--- src/rtl/uart_rx_fifo.sv ---
// uart_rx_fifo: oversampling UART receiver with a first-word fall-through
// output FIFO.
//
// Ports:
//   clk_i        system clock
//   rst_i        synchronous active-high reset
//   uart_rx_i    asynchronous serial input, idle high
//   div_i        oversample tick period minus 1, in clk_i cycles
//   data_bits_i  0:5, 1:6, 2:7, 3:8 data bits
//   parity_i     0/3:none, 1:even, 2:odd
//   stop2_i      1 = check a second stop bit
//   rx_data_o    FIFO head data, right-justified (0 when empty)
//   rx_perr_o    FIFO head parity error flag
//   rx_ferr_o    FIFO head framing error flag
//   rx_valid_o   FIFO not empty
//   rx_ready_i   consumer accepts head
//   level_o      FIFO occupancy
//   overrun_o    one-cycle pulse when a completed frame is dropped
//   busy_o       receiver not idle
module uart_rx_fifo #(
  parameter int OVERSAMPLE = 16,
  parameter int DIV_W      = 16,
  parameter int FIFO_DEPTH = 8
) (
  input  logic                          clk_i,
  input  logic                          rst_i,
  input  logic                          uart_rx_i,
  input  logic [DIV_W-1:0]              div_i,
  input  logic [1:0]                    data_bits_i,
  input  logic [1:0]                    parity_i,
  input  logic                          stop2_i,
  output logic [7:0]                    rx_data_o,
  output logic                          rx_perr_o,
  output logic                          rx_ferr_o,
  output logic                          rx_valid_o,
  input  logic                          rx_ready_i,
  output logic [$clog2(FIFO_DEPTH):0]   level_o,
  output logic                          overrun_o,
  output logic                          busy_o
);

  localparam int OSW = $clog2(OVERSAMPLE);
  localparam int AW  = $clog2(FIFO_DEPTH);
  localparam logic [OSW-1:0] OS_LAST = OSW'(OVERSAMPLE - 1);
  localparam logic [OSW-1:0] OS_V0   = OSW'(OVERSAMPLE / 2 - 1);
  localparam logic [OSW-1:0] OS_V1   = OSW'(OVERSAMPLE / 2);
  localparam logic [OSW-1:0] OS_V2   = OSW'(OVERSAMPLE / 2 + 1);
  localparam logic [AW:0]    DEPTH   = (AW+1)'(FIFO_DEPTH);

  typedef enum logic [2:0] {IDLE, START, DATA, PARITY, STOP} state_e;

  function automatic logic maj3(input logic a, input logic b, input logic c);
    return (a & b) | (a & c) | (b & c);
  endfunction

  // Expected parity bit: even = XOR of data, odd = its inverse.
  function automatic logic par_expect(input logic [7:0] d, input logic [1:0] mode);
    return (mode == 2'd2) ? ~(^d) : (^d);
  endfunction

  state_e            state_q, state_d;
  logic              sync1_q, sync2_q, hist_q;
  logic [DIV_W-1:0]  tcnt_q, div_q;
  logic [OSW-1:0]    os_q;
  logic [2:0]        last_idx_q, bit_cnt_q;
  logic [1:0]        par_q;
  logic              stop2_q, stop_second_q;
  logic              v0_q, v1_q;
  logic [7:0]        data_q;
  logic              perr_q, ferr_q;
  logic              push_q, overrun_q;
  logic [9:0]        mem_q [FIFO_DEPTH];
  logic [AW-1:0]     wr_ptr_q, rd_ptr_q;
  logic [AW:0]       count_q;

  logic start_edge, tick, vote, bit_end, maj, par_en, frame_done;
  logic push, pop, full, wr_en;
  logic [9:0] head;

  assign start_edge = ~sync2_q & hist_q;
  assign tick       = (state_q != IDLE) && (tcnt_q == div_q);
  assign vote       = tick && (os_q == OS_V2);
  assign bit_end    = tick && (os_q == OS_LAST);
  assign maj        = maj3(v0_q, v1_q, sync2_q);
  assign par_en     = (par_q == 2'd1) || (par_q == 2'd2);

  // FSM state register
  always_ff @(posedge clk_i) begin
    if (rst_i) state_q <= IDLE;
    else       state_q <= state_d;
  end

  // FSM next state
  always_comb begin
    state_d = state_q;
    unique case (state_q)
      IDLE:   if (start_edge) state_d = START;
      START:  if (vote && maj) state_d = IDLE;      // false start
              else if (bit_end) state_d = DATA;
      DATA:   if (bit_end && (bit_cnt_q == last_idx_q))
                state_d = par_en ? PARITY : STOP;
      PARITY: if (bit_end) state_d = STOP;
      // Leave mid-stop-bit on the final vote so the next start edge is caught.
      STOP:   if (vote && (!stop2_q || stop_second_q)) state_d = IDLE;
      default: state_d = IDLE;
    endcase
  end

  // FSM outputs
  always_comb begin
    busy_o     = (state_q != IDLE);
    frame_done = (state_q == STOP) && vote && (!stop2_q || stop_second_q);
  end

  // Stage: synchroniser, bit timing, frame control
  always_ff @(posedge clk_i) begin
    if (rst_i) begin
      sync1_q       <= 1'b1;
      sync2_q       <= 1'b1;
      hist_q        <= 1'b1;
      tcnt_q        <= '0;
      os_q          <= '0;
      div_q         <= '0;
      last_idx_q    <= 3'd7;
      par_q         <= 2'd0;
      stop2_q       <= 1'b0;
      stop_second_q <= 1'b0;
      bit_cnt_q     <= '0;
      push_q        <= 1'b0;
    end else begin
      sync1_q <= uart_rx_i;
      sync2_q <= sync1_q;
      hist_q  <= sync2_q;
      push_q  <= frame_done;
      if (state_q == IDLE) begin
        tcnt_q        <= '0;
        os_q          <= '0;
        bit_cnt_q     <= '0;
        stop_second_q <= 1'b0;
        if (start_edge) begin
          div_q      <= div_i;
          last_idx_q <= 3'd4 + {1'b0, data_bits_i};
          par_q      <= parity_i;
          stop2_q    <= stop2_i;
        end
      end else begin
        tcnt_q <= tick ? '0 : tcnt_q + 1'b1;
        if (tick) os_q <= (os_q == OS_LAST) ? '0 : os_q + 1'b1;
        if ((state_q == DATA) && bit_end) bit_cnt_q <= bit_cnt_q + 3'd1;
        if ((state_q == STOP) && bit_end) stop_second_q <= 1'b1;
      end
    end
  end

  // Stage: sample votes and frame assembly
  always_ff @(posedge clk_i) begin
    if (tick && (os_q == OS_V0)) v0_q <= sync2_q;
    if (tick && (os_q == OS_V1)) v1_q <= sync2_q;
    if (state_q == IDLE) begin
      data_q <= '0;
      perr_q <= 1'b0;
      ferr_q <= 1'b0;
    end else if (vote) begin
      unique case (state_q)
        DATA:    data_q[bit_cnt_q] <= maj;
        PARITY:  perr_q <= (maj != par_expect(data_q, par_q));
        STOP:    ferr_q <= ferr_q | ~maj;
        default: ;
      endcase
    end
  end

  // Stage: output FIFO
  assign push  = push_q;
  assign pop   = rx_valid_o & rx_ready_i;
  assign full  = (count_q == DEPTH);
  assign wr_en = push && (!full || pop);

  always_ff @(posedge clk_i) begin
    if (wr_en) mem_q[wr_ptr_q] <= {ferr_q, perr_q, data_q};
  end

  always_ff @(posedge clk_i) begin
    if (rst_i) begin
      wr_ptr_q  <= '0;
      rd_ptr_q  <= '0;
      count_q   <= '0;
      overrun_q <= 1'b0;
    end else begin
      overrun_q <= push && full && !pop;
      if (wr_en) wr_ptr_q <= wr_ptr_q + 1'b1;
      if (pop)   rd_ptr_q <= rd_ptr_q + 1'b1;
      unique case ({wr_en, pop})
        2'b10:   count_q <= count_q + 1'b1;
        2'b01:   count_q <= count_q - 1'b1;
        default: count_q <= count_q;
      endcase
    end
  end

  assign head       = mem_q[rd_ptr_q];
  assign rx_valid_o = (count_q != '0);
  assign rx_data_o  = rx_valid_o ? head[7:0] : 8'h00;
  assign rx_perr_o  = rx_valid_o & head[8];
  assign rx_ferr_o  = rx_valid_o & head[9];
  assign level_o    = count_q;
  assign overrun_o  = overrun_q;

endmodule

--- config.mk ---
export PLATFORM = sky130hd
export DESIGN_NAME = uart_rx_fifo
export DESIGN_NICKNAME = d
export VERILOG_FILES = /design/src/rtl/uart_rx_fifo.sv
export SDC_FILE = /design/constraint.sdc
export NUM_CORES = 1
export LEC_CHECK = 0
export ABC_AREA = 1
export CORE_MARGIN = 1
export CORE_UTILIZATION = 48
export CTS_CLUSTER_DIAMETER = 40
export CTS_CLUSTER_SIZE = 25
export DETAILED_ROUTE_END_ITERATION = 10
export MAX_ROUTING_LAYER = met4
export PLACE_DENSITY = 0.69
export SLEW_MARGIN = 20
export SYNTH_ARGS = -nofsm -noshare
export SYNTH_HDL_FRONTEND = slang
export SYNTH_SLANG_ARGS = --single-unit
export TNS_END_PERCENT = 100
--- constraint.sdc ---
create_clock -name clk_i -period 5.7 [get_ports clk_i]
set_clock_uncertainty 0.1 [all_clocks]
set_input_delay 0.855 -clock clk_i [delete_from_list [all_inputs] [get_ports clk_i]]
set_output_delay 0.855 -clock clk_i [all_outputs]
set_load 0.01 [all_outputs]
==> results_dict.tcl <==
set metrics [dict create \
    status "finished, final reports clean" \
    io_buffers 41 \
    synthArstFlopShare_pct 0 \
    routed_via_density 5.31 \
    cts_tree "yes" \
    synthTopCellsByArea "edfxtp_1 36%, dfxtp_1 22%, nor2_1 7.6%" \
    hold_violations 0 \
    synth_edf_count 82 \
    grt_pass1_wl_mm 23.8 \
    routabilityCongestion 0.853 \
    antennaDiodeCount 0 \
    wl_met1_mm 6.41 \
    wl_per_cell_um 14.9 \
    period_share_pct 70.7 \
    whs_ns 0.360 \
    numCtsBuffers 17 \
    critical_path_class "reg -> out" \
    area_growth_syn_to_layout_pct 16.9 \
    hold_path.class "reg -> reg" \
    final_common_cell "nor2_1" \
    drive_gt1_share_pct 8.93 \
    ys_warn_count 0 \
    routed.top_layer "met4" \
    cts_setup_buffers 0 \
    cp-end-kind "output port" \
    synth-seq-area-share_pct 58.1 \
    timing.max_cap.violations 0 \
    cellPowerDensity_mw_per_mm2 421 \
    chipWidth_um 121 \
    synth_ff_type "edfxtp_1" \
    yosysTopAreaCell "edfxtp_1" \
    cts.path.max_buffers 2 \
    fp.dieArea_sq_mm 0.0148 \
    drc_errors 0 \
    rsz0062_at_grt "false" \
    syn_inst 734 \
    synth.distinct_cells 40 \
    die_y_um 121 \
    setup_viol 0 \
    maxSlewViolCount 0 \
    wl_met2_mm 7.00 \
    antenna_found_initial 0 \
    dr.pass1.iters 7 \
    fin_tns_setup_ns 0 \
    grt_max_degree 42 \
    cts_resized 0 \
    wl_met3_um 647 \
    p_total_w 0.00337 \
    syn_area_per_cell_sq_um 9.34 \
    overflow 0 \
    grt_use_total_pct 21.7 \
    io_pins 42 \
    slew_headroom_pct 29.4 \
    vias 5115 \
    worst_pin_slew_ns 1.05 \
    h-tree-depth 4 \
    antenna_left 0 \
    fin_nets 808 \
    start_kind "register" \
    cp_slowest_stage_delay_ns 0.80 \
    fin_cells 964 \
    path_cells "buf_4 > inv_1 > o21ai_0 > o22ai_1 > o21ai_0 > a31oi_1 > clkdlybuf4s50_1" \
    worstPathArrival_ns 3.08 \
    cts_hold_buf 0 \
    routed_wl_mm 14.4 \
    ys_ff_latch 158 \
    final_cell_mix "135 x nor2_1, 94 x nand2_1, 82 x o21ai_0, 82 x edfxtp_1, 76 x dfxtp_1" \
    mappedNetlistArea_sq_mm 0.00685 \
    synth.top_cell.area_share_pct 35.9 \
    hpwlAfterDp_mm 9.56 \
    core_sq_mm 0.0139 \
    clk_latency_ns 0.42 \
    power_leakage_nw 2.96 \
    path_clk_slew_ns 0.06 \
    synth_nets 771 \
    period_needed_ns 4.03 \
    first_global_vias 4989 \
    root_buffer "clkbuf_16" \
    initialDrtViolationCount 399 \
    path_common_cell "o21ai_0" \
    initial_core_util_pct 49.4 \
    cp_max_fo 41 \
    vdd_drop_max_mv 0.232 \
    crit_slowest_cell "inv_1" \
    required_ns 4.74 \
    dp.cells 932 \
    clock-sinks 158 \
    rows 43 \
    fmax_ghz 0.248 \
]
-- registers in the layout (all words and copies together), names as in the netlist, 2 cells and up, named ones only --
register / cells
mem_q: 80
div_q: 16
tcnt_q: 16
data_q: 8
level_o: 4
os_q: 4
bit_cnt_q: 3
rd_ptr_q: 3
state_q: 3
wr_ptr_q: 3
last_idx_q: 2
par_q: 2
-- power by group --
group          internal [W]  switching [W]
Clock              0.000728       0.000432
Sequential          0.00124      0.0000554
Combinational      0.000341       0.000577
Total               0.00231        0.00106
-- final timing paths --
check	start	cells after the start	slack, ns	to
hold / removal	rd_ptr_q[2]	2	0.36	rd_ptr_q[2]
hold reg to reg	rd_ptr_q[2]	2	0.36	rd_ptr_q[2]
setup reg to reg	state_q[2]	6	2.53	div_q[6]
setup / recovery	register	7	1.67	rx_data_o[6]
-- worst max-delay path, delay by kind of cell, from the launching register on --
family / cells / cell delay, ns
compound gates: 4 / 0.72
buf+inv: 3 / 1.63
flops: 1 / 0.30
-- synthesized netlist by cell type, drive strengths merged (3+ instances only) --
library cell,n
nor2,148
nand2,100
edfxtp,82
o21ai,82
dfxtp,76
inv,62
a21oi,39
nand3,22
clkbuf,21
xnor2,18
nor3,13
a31oi,11
ha,11
o22ai,10
nor3b,7
xor2,6
a211oi,5
nand4,5
buf,4
or2,3
-- layer usage --
metal | GRT usage, % | vias up
met3 | 3.95 | 25
met5 | - | -
li1 | - | 2544
met1 | 26.6 | 2402
met4 | 9.72 | 0
met2 | 34.9 | 144
-- stage by stage --
step | util (%) | setup slack (ns) | instance area (sq um)
4_1_cts | 57.7 | 1.69 | 8010
5_1_grt | 57.7 | 1.44 | 8010
2_1_floorplan | - | 3.15 | 6850
3_3_place_gp | 53.3 | 2.24 | 7400
3_5_place_dp | 53.3 | 2.18 | 7400
6_report | 57.7 | 1.67 | 8010
-- final cells by class --
type                    instances  area [sq um]
flip-flops and latches        158          3980
inverters                      63           238
fillers                      1177          5870
well taps                     180           225
clock buffers                  20           437
multi-input cells             488          2530
repair buffers                 43           425
clock inverters                12           168
-- cell families after synthesis --
family,count (synthesis),synth area share (%)
simple gates,302,19.7
flops,158,58.1
compound gates,149,11.6
buf+inv,88,5.02
xor+xnor,24,3.07
fa+ha+maj,13,2.45
Note: power is estimated with default switching activity, not from simulation.
